==> src/rtl/saturn_debug_trace.sv <==
// rtl/saturn_debug_trace.sv - debug trace capture FIFO with nibble serializer (optional drop counter: SATURN_DEBUG_TRACE_DROP_CNT_EN)
module saturn_debug_trace #(
  parameter int DEPTH = 4
) (
  input  logic        i_clk,
  input  logic        i_reset,
  input  logic [31:0] i_cycle_ctr,
  input  logic        i_debug_cycle,
  input  logic [4:0]  i_alu_reg_dest,
  input  logic [4:0]  i_alu_reg_src_1,
  input  logic [4:0]  i_alu_reg_src_2,
  input  logic [3:0]  i_alu_imm_value,
  input  logic [4:0]  i_alu_opcode,
  input  logic [3:0]  i_instr_type,
  output logic [3:0]  o_nib,
  output logic        o_nib_valid,
  input  logic        i_nib_ready,
  output logic        o_nib_last,
  output logic [4:0]  o_fifo_count,
  output logic        o_overflow,
  output logic [15:0] o_drop_count
);

  localparam int AW = $clog2(DEPTH);
  localparam logic [0:0] ST_IDLE  = 1'b0;
  localparam logic [0:0] ST_SHIFT = 1'b1;

  logic [63:0]   mem [DEPTH];
  logic [AW-1:0] wr_ptr;
  logic [AW-1:0] rd_ptr;
  logic [4:0]    count;
  logic          dbg_q;
  logic [0:0]    state;
  logic [63:0]   sr;
  logic [3:0]    idx;

  logic          capture;
  logic          full;
  logic          accept;
  logic          pop;
  logic          push;
  logic          drop;
  logic [63:0]   record;

  assign record  = {i_cycle_ctr, i_instr_type, i_alu_imm_value, i_alu_opcode,
                    i_alu_reg_dest, i_alu_reg_src_1, i_alu_reg_src_2, 4'hA};
  assign capture = i_debug_cycle && !dbg_q && !i_reset;
  assign full    = (count == 5'(DEPTH));
  assign accept  = (state == ST_SHIFT) && i_nib_ready;
  // Load the serializer from idle, or chain straight into the next record on the final nibble
  assign pop     = (count != 5'd0) &&
                   ((state == ST_IDLE) || (accept && idx == 4'd15));
  // A full FIFO still takes the record when the head leaves in the same cycle
  assign push    = capture && (!full || pop);
  assign drop    = capture && full && !pop;

  assign o_nib        = sr[3:0];
  assign o_nib_valid  = (state == ST_SHIFT);
  assign o_nib_last   = (state == ST_SHIFT) && (idx == 4'd15);
  assign o_fifo_count = count;

  // Edge detector on the debug-cycle flag
  always_ff @(posedge i_clk) begin
    if (i_reset) dbg_q <= 1'b0;
    else         dbg_q <= i_debug_cycle;
  end

  // FIFO storage; contents need no reset since pointers define validity
  always_ff @(posedge i_clk) begin
    if (push) mem[wr_ptr] <= record;
  end

  // FIFO pointers and occupancy
  always_ff @(posedge i_clk) begin
    if (i_reset) begin
      wr_ptr <= '0;
      rd_ptr <= '0;
      count  <= 5'd0;
    end else begin
      if (push) wr_ptr <= wr_ptr + 1'b1;
      if (pop)  rd_ptr <= rd_ptr + 1'b1;
      case ({push, pop})
        2'b10:   count <= count + 5'd1;
        2'b01:   count <= count - 5'd1;
        default: count <= count;
      endcase
    end
  end

  // Serializer: LSB nibble first, holds while the consumer stalls
  always_ff @(posedge i_clk) begin
    if (i_reset) begin
      state <= ST_IDLE;
      sr    <= 64'd0;
      idx   <= 4'd0;
    end else if (pop) begin
      state <= ST_SHIFT;
      sr    <= mem[rd_ptr];
      idx   <= 4'd0;
    end else if (accept) begin
      sr  <= {4'd0, sr[63:4]};
      idx <= idx + 4'd1;
      if (idx == 4'd15) state <= ST_IDLE;
    end
  end

  // Sticky overflow flag
  always_ff @(posedge i_clk) begin
    if (i_reset)   o_overflow <= 1'b0;
    else if (drop) o_overflow <= 1'b1;
  end

`ifdef SATURN_DEBUG_TRACE_DROP_CNT_EN
  logic [15:0] drop_cnt;

  // Saturating count of dropped records
  always_ff @(posedge i_clk) begin
    if (i_reset)                         drop_cnt <= 16'd0;
    else if (drop && drop_cnt != 16'hFFFF) drop_cnt <= drop_cnt + 16'd1;
  end

  assign o_drop_count = drop_cnt;
`else
  assign o_drop_count = 16'd0;
`endif

endmodule

==> config.mk <==
export PLATFORM = sky130hd
export DESIGN_NAME = saturn_debug_trace
export DESIGN_NICKNAME = d
export VERILOG_FILES = /design/src/rtl/saturn_debug_trace.sv
export SDC_FILE = /design/constraint.sdc
export NUM_CORES = 1
export LEC_CHECK = 0
export ABC_CLOCK_PERIOD_IN_PS = 10300
export CAP_MARGIN = 20
export CORE_UTILIZATION = 60
export CTS_CLUSTER_DIAMETER = 60
export DETAILED_ROUTE_END_ITERATION = 7
export PLACE_DENSITY = 0.77
export SYNTH_ARGS = -nofsm -noshare
export SYNTH_HDL_FRONTEND = slang
export SYNTH_SLANG_ARGS = --single-unit
==> constraint.sdc <==
create_clock -name i_clk -period 10.3 [get_ports i_clk]
set_input_delay 1.545 -clock i_clk [delete_from_list [all_inputs] [get_ports i_clk]]
set_output_delay 1.545 -clock i_clk [all_outputs]
set_load 0.01 [all_outputs]
# ---- Word-level counts from Yosys, hierarchy flattened
# Memory sizes are Yosys's and may differ from the RTL's. A register that Yosys moved wholly into a read port is not among the register bits.
# Index checks and enable logic that the tools add are counted.
# W data, S select, Z words.
dict set report classes {
  n_eq_ne 4
  bitwise_logic 1
  muxes 10
  add_sub_neg 5
  n_reduce_logical 21
}
# op count
set op_table {}
lappend op_table {{$mux W64} 2}
lappend op_table {{$pmux W5 S2} 1}
lappend op_table {{$logic_and A1 B1 Y1} 9}
lappend op_table {{$reduce_bool A2 Y1} 3}
lappend op_table {{$add A5 B1 Y5 const B} 1}
lappend op_table {{$eq A5 B3 Y1 const B} 1}
lappend op_table {{$mux W1} 5}
lappend op_table {{$reduce_bool A5 Y1} 1}
lappend op_table {{$sub A5 B1 Y5 const B} 1}
lappend op_table {{$add A2 B1 Y2 const B} 2}
lappend op_table {{$add A4 B1 Y4 const B} 1}
lappend op_table {{$eq A4 B4 Y1 const B} 1}
lappend op_table {{$logic_not A1 Y1} 4}
lappend op_table {{$mux W2} 2}
lappend op_table {{$eq A2 B1 Y1 const B} 1}
lappend op_table {{$eq A2 B2 Y1 const B} 1}
lappend op_table {{$logic_or A1 B1 Y1} 2}
lappend op_table {{$reduce_and A2 Y1} 1}
lappend op_table {{$reduce_or A2 Y1} 1}
lappend op_table {{$not A1 Y1} 1}
dict set report totals {
  output_inout_bits 28
  mem_bits_rw 240
  ff_bits 80
  input_bits 64
  mem_count 1
}
# memory words width rd rd_clocked_by_memory_dff write_ports line
set mem_list {}
lappend mem_list {mem 4 60 1 1 1 28} ;# logic [63:0] mem [DEPTH];

# ---- Longest topological paths before layout
# Gate-level depths: netlist of the first run.
dict set report depth {
  word_depth 8
  mapped_depth 11
  ltp_nobuf 10
}

# ---- Worst setup path after synthesis of the first run
# Ideal clock, no wire load.
dict set report synth_path {
  path_kind {input to register}
  from {in i_reset}
  to {mem mem[0][0] (netlist bit) (enable)}
  arrival_ns 4.084
  stages 4
  setup_ns 0.424
  setup_slack_ns 5.792
  required_time_ns 9.876
  path_buffers 1
  cell_sequence {clkbuf_1 or3b_2 a41oi_1 and2_1}
}
dict set report synth_between {
  elab_chain_cells 5
}
# element line
set synth_lines {}
lappend synth_lines {{start, declared} 6} ;# input logic i_reset,
lappend synth_lines {{$logic_not A1 Y1} 47} ;# assign capture = i_debug_cycle && !dbg_q && !i_reset;
lappend synth_lines {{$logic_and A1 B1 Y1} 47}
lappend synth_lines {{$logic_and A1 B1 Y1} 54} ;# assign push = capture && (!full || pop);
lappend synth_lines {{$mux W1} 70} ;# if (push) mem[wr_ptr] <= record;
lappend synth_lines {{$mux W1 (not written as such)} 70}
lappend synth_lines {{end, declared} 28}
# No other way between the ends.

# ---- Worst setup path after layout of the first run
dict set report layout_path {
  from {in i_reset}
  to {mem mem[1][22] (netlist bit) (enable)}
}
# Same word-level chain as after synthesis.

==> results by group, run 1 <==
Timing
  • Final Hold Fails: 0
  • Worst-Margin Slew: 0.949 ns
  • Fin crit share: 38.6%
  • Final Slew Violations: 0
  • Fmax: 0.252 GHz
  • Final number of setup-violating endpoints: 0
  • Clock skew: 0.0179 ns
  • Setup TNS: 0 ns
  • Minimum clock period: 3.97 ns
  • Slew headroom: 36.7%
  • RSZ-0062 raised after global routing: false

Drt
  • Routed Antenna Nets: 0
  • 1st-iter DRT viols: 601
  • Drc violations: 0
  • Vias: 6822
  • Router iterations before antenna repair: 5
  • Via density: 5.94
  • Final WL: 22700 microns
  • Routed wire length per instance: 19.8 microns

Worst setup path
  • Slowest CP cell: buf_4
  • Worst-path cell chain: buf_2 > buf_4 > or3b_2 > a41oi_1 > and2_2 > buf_4
  • Crit end category: flip-flop
  • CP dominant cell by count: buf_4
  • Worst EP arrival: 4.14 ns
  • CP bufs+invs: 3
  • Largest stage delay on the critical path: 0.73 ns
  • WP depth: 6
  • Required @ worst endpoint: 10.47 ns
  • Critical Path Source Type: input pin
  • Setup Crit Path Kind: in2reg
  • Worst reg2reg setup slack: 7.12 ns
  • Reg2reg path depth: 10
  • CP max FO: 79
  • Worst path top cell family by delay: buffers and inverters

Floorplanning
  • Core region area: 20300 sq um
  • Die area: 21400 sq um
  • Initial Utilization: 61.4%
  • Die height: 146 microns
  • Chip width: 146 microns
  • Number of cell rows: 52
  • Io pins: 92

Power and ir drop
  • Pint: 2.61 mW
  • Power Density: 256 nW/um^2
  • Maximum VDD drop: 0.178 mV
  • Pleak: 4.64 nW
  • Switching Share: 28.9%
  • Reg power frac: 45.7%
  • Clk pwr share: 30.6%
  • Sw Pwr: 1.06 mW
  • Comb pwr share: 23.7%

CTS
  • Htree depth: 1
  • Root Driver: clkbuf_16
  • CTS Sinks: 322
  • CTS max path bufs: 3
  • Clk pin slew, worst setup/hold paths: 0.06 ns
  • Post-CTS setup buffers: 0
  • Cts repair resizes: 0
  • Num CTS Buffers: 31
  • Clk Latency, worst-skew pair: 0.56 ns
  • Hold Buf Count CTS: 0
  • Clock tree from TritonCTS: yes

Outcome
  • Status: complete, no violations

GRT
  • Largest net degree at the start of global routing: 122
  • Initial antenna violation count: 0
  • Vias in the first global route: 7033
  • Total GRT Usage: 21.6%
  • Grt ovf: 0
  • First-pass GRT wire length: 36100 microns

Synth
  • Asr flop ratio synth: 0%
  • Post-Synthesis Cell Area: 12500 sq um
  • Yosys Warn Count: 0
  • XOR/XNOR Fraction of Synth Area: 0.632%
  • Synth Area in Compound Gates: 5.66%
  • Count of cell types in the netlist: 42
  • Post-Synthesis Cells: 793
  • Largest family of logic cells by synthesized area: multiplexers
  • Synth Area in Adders: 0.703%
  • Top_reg_cell synth: edfxtp_1
  • Synth Register Bits: 322
  • Simple-gate share of the synthesized area: 7.59%
  • Number of synthesized flops with an enable pin: 240
  • Sequential area share after synthesis: 71.0%
  • Synthesized area per cell: 15.7 sq um
  • Post-synthesis mux area share: 11.0%

Place
  • Dpl cells: 1090
  • Placed inst area: 13300 sq um
  • HPWL after DPL: 12500 microns
  • Gpl congestion: 0.861
  • I/O Buffers: 75

Hold path
  • HP Class: reg2reg
  • WHS Path Cells: 2

Final layout
  • Area growth from synthesis to layout: 15.1%
  • Layout cells sized above 1: 15.4%
  • Number of nets in the layout: 925
  • Final core utilization: 70.7%
  • Antenna cell count: 0
  • Post-Layout Cell Count: 1149
  • Post-route cell area: 14400 sq um

Flow run
  • MaxCap Viol Count: 0
==> logic make-up after synthesis <==
| group | count (synthesis) |
|---|---|
| flip-flops | 322 |
| XOR/XNOR | 9 |
| AND/OR/NAND/NOR | 231 |
| adder cells (fa/ha/maj) | 7 |
| buffers and inverters | 75 |
| other | 1 |
| multiplexers | 62 |
| AO/OA/AOI/OAI | 86 |
==> final cells by class <==
cell class / instances / area, sq um
clock inverter: 11 / 97.6
timing repair buffer: 86 / 848
tap: 270 / 338
multi-input combinational: 411 / 3260
sequential: 322 / 8850
fill: 1343 / 5950
clock buffer: 47 / 950
inverter: 2 / 7.51
==> worst paths after layout <==
kind | startpoint | endpoint
setup / recovery | i_reset | mem[1][22]$_DFFE_PP_
hold / removal | sr[4]$_SDFFE_PP0P_ | sr[0]$_SDFFE_PP0P_
setup reg to reg | o_fifo_count[1]$_SDFFE_PP0P_ | o_fifo_count[4]$_SDFFE_PP0P_
hold reg to reg | sr[4]$_SDFFE_PP0P_ | sr[0]$_SDFFE_PP0P_
==> Yosys cell counts, types with 2 or more instances <==
library cell	instances	area, sq um
a211oi_1	2	15.0
a21oi_1	12	60.1
a22oi_1	2	15.0
a311oi_1	57	499
a31oi_1	5	31.3
and2_1	6	37.5
buf_2	15	75.1
buf_4	21	158
buf_6	6	67.6
clkbuf_1	31	116
dfxtp_1	82	1640
edfxtp_1	240	7210
ha_1	7	87.6
inv_1	2	7.51
mux4_2	60	1350
nand2_1	131	492
nand3_1	6	30.0
nor2_1	74	278
nor2b_1	2	12.5
nor3_1	3	15.0
xnor2_1	4	35.0
xor2_1	5	43.8
==> cells in the final DEF, fill, tap and decap left out, types with 6 or more instances in the layout <==
cell	netlist	layout
nand2_1	131	130
clkdlybuf4s50_1	0	74
edfxtp_1	240	240
nand3_1	6	6
ha_1	7	7
mux4_2	60	60
clkbuf_1	31	8
buf_4	21	10
nor2_1	74	74
a21oi_1	12	12
conb_1	1	16
clkbuf_16	0	34
a311oi_1	57	57
dfxtp_1	82	80
==> layer usage <==
metal / vias to the layer above / GRT usage (%) / share of wire (%)
li1: 3127 / - / -
met3: 47 / 3.19 / 4.5
met2: 201 / 38.2 / 51
met4: 0 / 7.60 / 2.7
met5: - / 0 / 0
met1: 3447 / 27.4 / 41
==> tightest hold or removal path, delay by kind of cell, from the launching register on <==
family	cells	cell delay (ns)
compound gates	1	0.05
simple gates	1	0.06
flops	1	0.31
==> stage by stage <==
| stage | total power, mW | worst slack (ns) | hold WS, ns |
|---|---|---|---|
| final | 3.68 | 6.33 | 0.461 |
| after global routing | 3.84 | 6.17 | 0.494 |
| after CTS | 3.67 | 5.89 | 0.467 |
| after detailed placement | 2.55 | 5.32 | 0.459 |
| after global placement | 2.51 | 5.45 | 0.444 |
| after floorplan | 2.37 | 5.79 | 0.432 |
==> flip-flops by register name, summed over array words and instances (netlist names), named ones only <==
register,flops
dbg_q,1
idx,4
mem,240
o_fifo_count,5
o_nib_valid,1
o_overflow,1
rd_ptr,2
sr,64
wr_ptr,2
==> power groups by stage <==
stage	sequential, mW	clock [mW]	combinational (mW)
6_report	1.68	1.12	0.871
5_1_grt	1.70	1.19	0.949
4_1_cts	1.68	1.14	0.855
3_5_place_dp	1.70	0	0.847
3_3_place_gp	1.69	0	0.819
2_1_floorplan	1.65	0	0.718
(Power assumes the default switching activity.)
==> run 2, diff against run 1 <==
==> config.mk (replaced) <==
export PLATFORM = sky130hd
export DESIGN_NAME = saturn_debug_trace
export DESIGN_NICKNAME = d
export VERILOG_FILES = /design/src/rtl/saturn_debug_trace.sv
export SDC_FILE = /design/constraint.sdc
export NUM_CORES = 1
export LEC_CHECK = 0
export ABC_CLOCK_PERIOD_IN_PS = 3700
export CAP_MARGIN = 20
export CORE_UTILIZATION = 58
export CTS_CLUSTER_DIAMETER = 60
export DETAILED_ROUTE_END_ITERATION = 7
export PLACE_DENSITY = 0.75
export SYNTH_ARGS = -nofsm -noshare
export SYNTH_HDL_FRONTEND = slang
export SYNTH_SLANG_ARGS = --single-unit
==> constraint.sdc (replaced) <==
create_clock -name i_clk -period 3.7 [get_ports i_clk]
set_input_delay 0.555 -clock i_clk [delete_from_list [all_inputs] [get_ports i_clk]]
set_output_delay 0.555 -clock i_clk [all_outputs]
set_load 0.01 [all_outputs]
==> results by group, run 2 (synthesis gave the netlist of run 1 again) <==
Final layout
  • Area growth from synthesis to layout: 16.9% (was 15.1%)
  • Filler instances: 1326 (was 1343)
  • Final core utilization: 69.3% (was 70.7%)
  • Post-route cell area: 14600 sq um (was 14400 sq um)
  • Max reg flops: 240 (unchanged)
  • Leading cell type in the layout, fill and taps excluded: edfxtp_1 (unchanged)
  • Number of nets in the layout: 935 (was 925)
  • Antenna cell count: 0 (unchanged)
  • Biggest register: mem (unchanged)
  • Post-Layout Cell Count: 1165 (was 1149)
  • Layout cells sized above 1: 16.5% (was 15.4%)
  • Most frequent cells in the layout: edfxtp_1, nand2_1, dfxtp_1 (unchanged)

Worst setup path
  • Reg2reg path depth: 6 (was 10)
  • Setup Crit Path Kind: reg2reg (was in2reg)
  • Slowest CP cell: buf_4 (unchanged)
  • Worst reg2reg setup slack: 0.79 ns (was 7.12 ns)
  • Crit end category: flip-flop (unchanged)
  • CP max FO: 62 (was 79)
  • Worst r2r src: o_fifo_count[1]$_SDFFE_PP0P_ (unchanged)
  • Critical Path Source Type: flip-flop (was input pin)
  • Required @ worst endpoint: 4.10 ns (was 10.47 ns)
  • Worst EP arrival: 3.31 ns (was 4.14 ns)
  • Largest stage delay on the critical path: 0.61 ns (was 0.73 ns)
  • CP dominant cell by count: buf_4 (unchanged)
  • Worst flop-to-flop path endpoint: sr[34]$_SDFFE_PP0P_ (was o_fifo_count[4]$_SDFFE_PP0P_)
  • Worst-path cell chain: or4_4 > o2bb2ai_4 > buf_4 > buf_4 > nor2_1 > a311oi_1 (was buf_2 > buf_4 > or3b_2 > a41oi_1 > and2_2 > buf_4)

Power and ir drop
  • Reg power frac: 44.7% (was 45.7%)
  • Switching Share: 29.0% (was 28.9%)
  • Power Density: 723 nW/um^2 (was 256 nW/um^2)
  • Pleak: 4.73 nW (was 4.64 nW)
  • Comb pwr share: 22.5% (was 23.7%)
  • Maximum VDD drop: 0.451 mV (was 0.178 mV)
  • Sw Pwr: 3.06 mW (was 1.06 mW)
  • Clk pwr share: 32.8% (was 30.6%)
  • Pint: 7.48 mW (was 2.61 mW)

Timing
  • Final Hold Fails: 0 (unchanged)
  • Setup TNS: 0 ns (unchanged)
  • Slew headroom: 48.3% (was 36.7%)
  • Final number of setup-violating endpoints: 0 (unchanged)
  • Fmax: 0.344 GHz
  • Worst-Margin Slew: 0.775 ns (was 0.949 ns)
  • Clock skew: 0.0174 ns (was 0.0179 ns)
  • Final Slew Violations: 0 (unchanged)
  • RSZ-0062 raised after global routing: false (unchanged)
  • Fin crit share: 78.7%
  • Minimum clock period: 2.91 ns
  • Hold Slack: 0.388 ns (was 0.461 ns)

Floorplanning
  • Core region area: 21000 sq um (was 20300 sq um)
  • Initial Utilization: 59.3% (was 61.4%)
  • Die height: 149 microns (was 146 microns)
  • Io pins: 92 (unchanged)
  • Die area: 22100 sq um (was 21400 sq um)
  • Number of cell rows: 53 (was 52)
  • Chip width: 149 microns (was 146 microns)

GRT
  • Total GRT Usage: 22.8% (was 21.6%)
  • Vias in the first global route: 7200 (was 7033)
  • Met2 usage: 38.6% (was 38.2%)
  • Routing usage on met3: 3.53% (was 3.19%)
  • Initial antenna violation count: 0 (unchanged)
  • Busiest grt layer: met2 (unchanged)
  • Grt ovf: 0 (unchanged)
  • GR Layer Usage met1: 30.8% (was 27.4%)
  • Largest net degree at the start of global routing: 69 (was 122)
  • First-pass GRT wire length: 38300 microns (was 36100 microns)

Drt
  • Routed wire length per instance: 20.6 microns (was 19.8 microns)
  • Final WL: 24000 microns (was 22700 microns)
  • Router iterations before antenna repair: 7 (was 5)
  • Vias: 6923 (was 6822)
  • Drc violations: 0 (unchanged)
  • Routed Antenna Nets: 0 (unchanged)
  • Via density: 5.94 (about the same)
  • 1st-iter DRT viols: 479 (was 601)

Place
  • HPWL after DPL: 14300 microns (was 12500 microns)
  • Gpl congestion: 0.839 (was 0.861)
  • Dpl cells: 1103 (was 1090)
  • I/O Buffers: 75 (unchanged)
  • Placed inst area: 13400 sq um (was 13300 sq um)

CTS
  • Clock tree from TritonCTS: yes (unchanged)
  • Cts repair resizes: 0 (unchanged)
  • CTS max path bufs: 3 (unchanged)
  • Post-CTS setup buffers: 0 (unchanged)
  • Hold Buf Count CTS: 0 (unchanged)
  • CTS Sinks: 322 (unchanged)
  • Clk pin slew, worst setup/hold paths: 0.06 ns (about the same)
  • Num CTS Buffers: 34 (was 31)
  • Htree depth: 2 (was 1)
  • Clk Latency, worst-skew pair: 0.51 ns (was 0.56 ns)
  • Root Driver: clkbuf_16 (unchanged)

Outcome
  • Status: complete, no violations (unchanged)

Hold path
  • WHS Path Cells: 2 (unchanged)
  • Hold EP: o_fifo_count[0]$_SDFFE_PP0P_ (was sr[0]$_SDFFE_PP0P_)
  • Hold Startpoint: i_reset (was sr[4]$_SDFFE_PP0P_)
  • HP Class: in2reg (was reg2reg)

Flow run
  • MaxCap Viol Count: 0 (unchanged)
==> run 2: layout make-up <==
class,count,area (sq um),share of cell area [%]
multi-input combinational,411,3260,22.4
tap,275,344,2.36
inverter,2,7.51,0.0515
clock inverter,21,243,1.67
sequential,322,8850,60.8
timing repair buffer,93,943,6.48
clock buffer,41,918,6.30
==> run 2: how the worst max path moves through the flow <==
stage / startpoint / endpoint / cells after the start
floorplan: i_reset / mem[1][0]$_DFFE_PP_ / 4
global placement: i_debug_cycle / mem[0][14]$_DFFE_PP_ / 5
detailed placement: i_debug_cycle / mem[1][14]$_DFFE_PP_ / 5
CTS: o_fifo_count[1]$_SDFFE_PP0P_ / sr[34]$_SDFFE_PP0P_ / 6
global route: o_fifo_count[1]$_SDFFE_PP0P_ / sr[18]$_SDFFE_PP0P_ / 6
finish: o_fifo_count[1]$_SDFFE_PP0P_ / sr[34]$_SDFFE_PP0P_ / 6
==> run 2: power groups by stage <==
stage          Sequential [mW]  Combinational, mW  Clock (mW)
2_1_floorplan             4.60               2.00           0
3_3_place_gp              4.75               2.27           0
3_5_place_dp              4.77               2.35           0
4_1_cts                   4.71               2.37        3.51
5_1_grt                   4.76               2.60        3.64
6_report                  4.71               2.37        3.46
==> run 2: per-layer routing <==
| layer | routed length (microns) | vias up | share of wire [%] |
|---|---|---|---|
| li1 | - | 3146 | - |
| met1 | 10100 | 3482 | 42 |
| met4 | 460 | 0 | 1.9 |
| met2 | 12100 | 248 | 50 |
| met3 | 1420 | 47 | 5.9 |
| met5 | 0 | - | 0 |
==> run 2: worst max-delay path: cells and delay by family, from the launching register on <==
family,cells,cell delay [ns]
simple gates,2,0.67
buf+inv,2,1.17
compound gates,2,0.49
flops,1,0.42
==> run 2: per-stage QoR <==
| stage | setup slack, ns | power [mW] |
|---|---|---|
| floorplan | 0.182 | 6.59 |
| global placement | 0.506 | 7.03 |
| detailed placement | 0.395 | 7.12 |
| CTS | 0.835 | 10.6 |
| global route | 0.619 | 11.0 |
| finish | 0.789 | 10.5 |
==> run 3, diff against run 2 <==
==> config.mk (replaced) <==
export PLATFORM = sky130hd
export DESIGN_NAME = saturn_debug_trace
export DESIGN_NICKNAME = d
export VERILOG_FILES = /design/src/rtl/saturn_debug_trace.sv
export SDC_FILE = /design/constraint.sdc
export NUM_CORES = 1
export LEC_CHECK = 0
export ABC_CLOCK_PERIOD_IN_PS = 2500
export CAP_MARGIN = 20
export CORE_UTILIZATION = 52
export CTS_CLUSTER_DIAMETER = 60
export DETAILED_ROUTE_END_ITERATION = 7
export PLACE_DENSITY = 0.71
export SYNTH_ARGS = -nofsm -noshare
export SYNTH_HDL_FRONTEND = slang
export SYNTH_SLANG_ARGS = --single-unit
==> constraint.sdc (replaced) <==
create_clock -name i_clk -period 2.5 [get_ports i_clk]
set_input_delay 0.375 -clock i_clk [delete_from_list [all_inputs] [get_ports i_clk]]
set_output_delay 0.375 -clock i_clk [all_outputs]
set_load 0.01 [all_outputs]
==> results by group, run 3 (synthesis gave the netlist of run 1 again) <==
Outcome
  • Status: complete, no violations (unchanged)

Hold path
  • Hold Startpoint: i_reset (unchanged)
  • HP Class: in2reg (unchanged)
  • WHS Path Cells: 3 (was 2)
  • Hold EP: o_fifo_count[0]$_SDFFE_PP0P_ (unchanged)

Timing
  • Final Slew Violations: 0 (unchanged)
  • Hold Slack: 0.422 ns (was 0.388 ns)
  • Final worst slack: 0.00529 ns (was 0.789 ns)
  • Fin crit share: 99.8% (was 78.7%)
  • Slew headroom: 51.3% (was 48.3%)
  • Minimum clock period: 2.49 ns (was 2.91 ns)
  • RSZ-0062 raised after global routing: true (was false)
  • Fmax: 0.401 GHz (was 0.344 GHz)
  • Worst-Margin Slew: 0.731 ns (was 0.775 ns)
  • Clock skew: 0.0195 ns (was 0.0174 ns)
  • Final Hold Fails: 0 (unchanged)
  • Final number of setup-violating endpoints: 0 (unchanged)

Power and ir drop
  • Reg power frac: 43.4% (was 44.7%)
  • Clk pwr share: 31.4% (was 32.8%)
  • Switching Share: 28.9% (was 29.0%)
  • Power Density: 1060 nW/um^2 (was 723 nW/um^2)
  • Maximum VDD drop: 0.830 mV (was 0.451 mV)
  • Total power: 15.8 mW (was 10.5 mW)
  • Comb pwr share: 25.2% (was 22.5%)
  • Pint: 11.2 mW (was 7.48 mW)
  • Pleak: 4.87 nW (was 4.73 nW)
  • Sw Pwr: 4.55 mW (was 3.06 mW)

CTS
  • Post-CTS setup buffers: 0 (unchanged)
  • Clock tree from TritonCTS: yes (unchanged)
  • Root Driver: clkbuf_16 (unchanged)
  • Hold Buf Count CTS: 0 (unchanged)
  • Htree depth: 2 (unchanged)
  • Num CTS Buffers: 34 (unchanged)
  • Clk pin slew, worst setup/hold paths: 0.05 ns (was 0.06 ns)
  • CTS Sinks: 322 (unchanged)
  • CTS max path bufs: 3 (unchanged)
  • Clk Latency, worst-skew pair: 0.52 ns (was 0.51 ns)

GRT
  • Vias in the first global route: 7253 (was 7200)
  • Initial antenna violation count: 0 (unchanged)
  • Largest net degree at the start of global routing: 70 (was 69)
  • Grt ovf: 0 (unchanged)
  • Total GRT Usage: 20.6% (was 22.8%)
  • First-pass GRT wire length: 38700 microns (was 38300 microns)

Floorplanning
  • Io pins: 92 (unchanged)
  • Initial Utilization: 53.1% (was 59.3%)
  • Number of cell rows: 56 (was 53)
  • Die height: 157 microns (was 149 microns)
  • Die area: 24600 sq um (was 22100 sq um)
  • Core region area: 23500 sq um (was 21000 sq um)
  • Chip width: 157 microns (was 149 microns)

Final layout
  • FF+latch area: 8860 sq um (was 8850 sq um)
  • Final core utilization: 63.6% (was 69.3%)
  • Layout cells sized above 1: 18.8% (was 16.5%)
  • Biggest register: mem (unchanged)
  • Area of the multi-input gates: 3290 sq um (was 3260 sq um)
  • Antenna cell count: 0 (unchanged)
  • Area growth from synthesis to layout: 19.7% (was 16.9%)
  • Number of nets in the layout: 957 (was 935)
  • Most frequent cells in the layout: edfxtp_1, nand2_1, dfxtp_1 (unchanged)
  • Max reg flops: 240 (unchanged)
  • Filler instances: 1646 (was 1326)
  • Leading cell type in the layout, fill and taps excluded: edfxtp_1 (unchanged)

Worst setup path
  • Crit end category: flip-flop (unchanged)
  • Reg2reg path depth: 9 (was 6)
  • Required @ worst endpoint: 2.88 ns (was 4.10 ns)
  • Worst flop-to-flop path endpoint: o_fifo_count[4]$_SDFFE_PP0P_ (was sr[34]$_SDFFE_PP0P_)
  • CP max FO: 3 (was 62)
  • Worst EP arrival: 2.88 ns (was 3.31 ns)
  • Setup Crit Path Kind: reg2reg (unchanged)
  • Worst reg2reg setup slack: 0.005 ns (was 0.79 ns)
  • Critical Path Source Type: flip-flop (unchanged)
  • Worst r2r src: o_fifo_count[4]$_SDFFE_PP0P_ (was o_fifo_count[1]$_SDFFE_PP0P_)

Drt
  • Via density: 5.69 (was 5.94)
  • Routed wire length per instance: 19.5 microns (was 20.6 microns)
  • Routed Antenna Nets: 0 (unchanged)
  • Vias: 6996 (was 6923)
  • 1st-iter DRT viols: 576 (was 479)
  • Router iterations before antenna repair: 7 (unchanged)
  • Drc violations: 0 (unchanged)
  • Final WL: 24000 microns (about the same)

Place
  • HPWL after DPL: 14400 microns (was 14300 microns)
  • I/O Buffers: 75 (unchanged)
  • Gpl congestion: 0.834 (was 0.839)
  • Pre-CTS WS: -0.239 ns (was 0.395 ns)

Flow run
  • MaxCap Viol Count: 0 (unchanged)
==> run 3: cell types whose count changed in the layout (fill, tap and decap cells not counted), sizes merged <==
cell      before  now
clkinvlp       4    2
inv            3    6
clkinv        12    5
clkbuf        41   48
bufinv         4    2
buf           19   41
==> run 3: worst max-delay path: stages (launching register included) <==
cell       delay, ns
dfxtp_4         0.33
or4_4           0.56
o2bb2ai_4       0.17
nor2_4          0.05
xor2_1          0.15
ha_2            0.19
a31oi_1         0.18
nor3_1          0.09
a311oi_2        0.29
mux2_2          0.37
==> run 3: cell type report <==
class	count	area share, %
clock inverters	13	0.956
inverters	2	0.0503
repair buffers	115	8.35
well taps	319	2.67
clock buffers	48	6.54
flip-flops and latches	322	59.4
multi-input cells	411	22.1
==> run 3: how the worst max path moves through the flow <==
stage                                    to  cells after the start  slack (ns)                          from
2_1_floorplan           mem[0][0]$_DFFE_PP_                      4       -0.20                       i_reset
3_3_place_gp   o_fifo_count[4]$_SDFFE_PP0P_                      9       -0.14                   i_nib_ready
3_5_place_dp   o_fifo_count[4]$_SDFFE_PP0P_                     10       -0.24                   i_nib_ready
4_1_cts        o_fifo_count[4]$_SDFFE_PP0P_                      9       -0.03  o_fifo_count[4]$_SDFFE_PP0P_
5_1_grt        o_fifo_count[4]$_SDFFE_PP0P_                      9       -0.07  o_fifo_count[4]$_SDFFE_PP0P_
6_report       o_fifo_count[4]$_SDFFE_PP0P_                      9       0.005  o_fifo_count[4]$_SDFFE_PP0P_
==> run 3: power by group through the flow <==
stage / logic (mW) / registers (mW) / clock network [mW]
after floorplan: 3.00 / 6.81 / 0
after global placement: 3.80 / 6.89 / 0
after detailed placement: 3.93 / 6.92 / 0
after CTS: 3.96 / 6.82 / 5.05
after global routing: 4.34 / 6.90 / 5.28
final: 3.98 / 6.83 / 4.94
==> run 3: what timing repair did <==
item / in CTS / in global routing
resized for setup: 1 / 1
hold endpoints to repair: 0 / 0
endpoints found under the setup margin: 1 / 1
pin swaps: 0 / 1
==> run 3: per-stage QoR <==
stage / setup TNS [ns] / instance area [sq um] / std cells
floorplan: -48.23 / 12600 / 808
global placement: -15.33 / 13800 / 1169
detailed placement: -19.65 / 13800 / 1169
CTS: -0.0251 / 14900 / 1230
global route: -0.0740 / 14900 / 1230
finish: 0 / 14900 / 1230
==> run 3: routing by layer <==
layer	vias to the layer above	global-route usage, %	routed length [microns]
met5	-	0	0
met4	0	5.65	423
met3	36	3.41	1380
met2	247	35.3	12300
met1	3519	27.1	9940
li1	3194	-	-
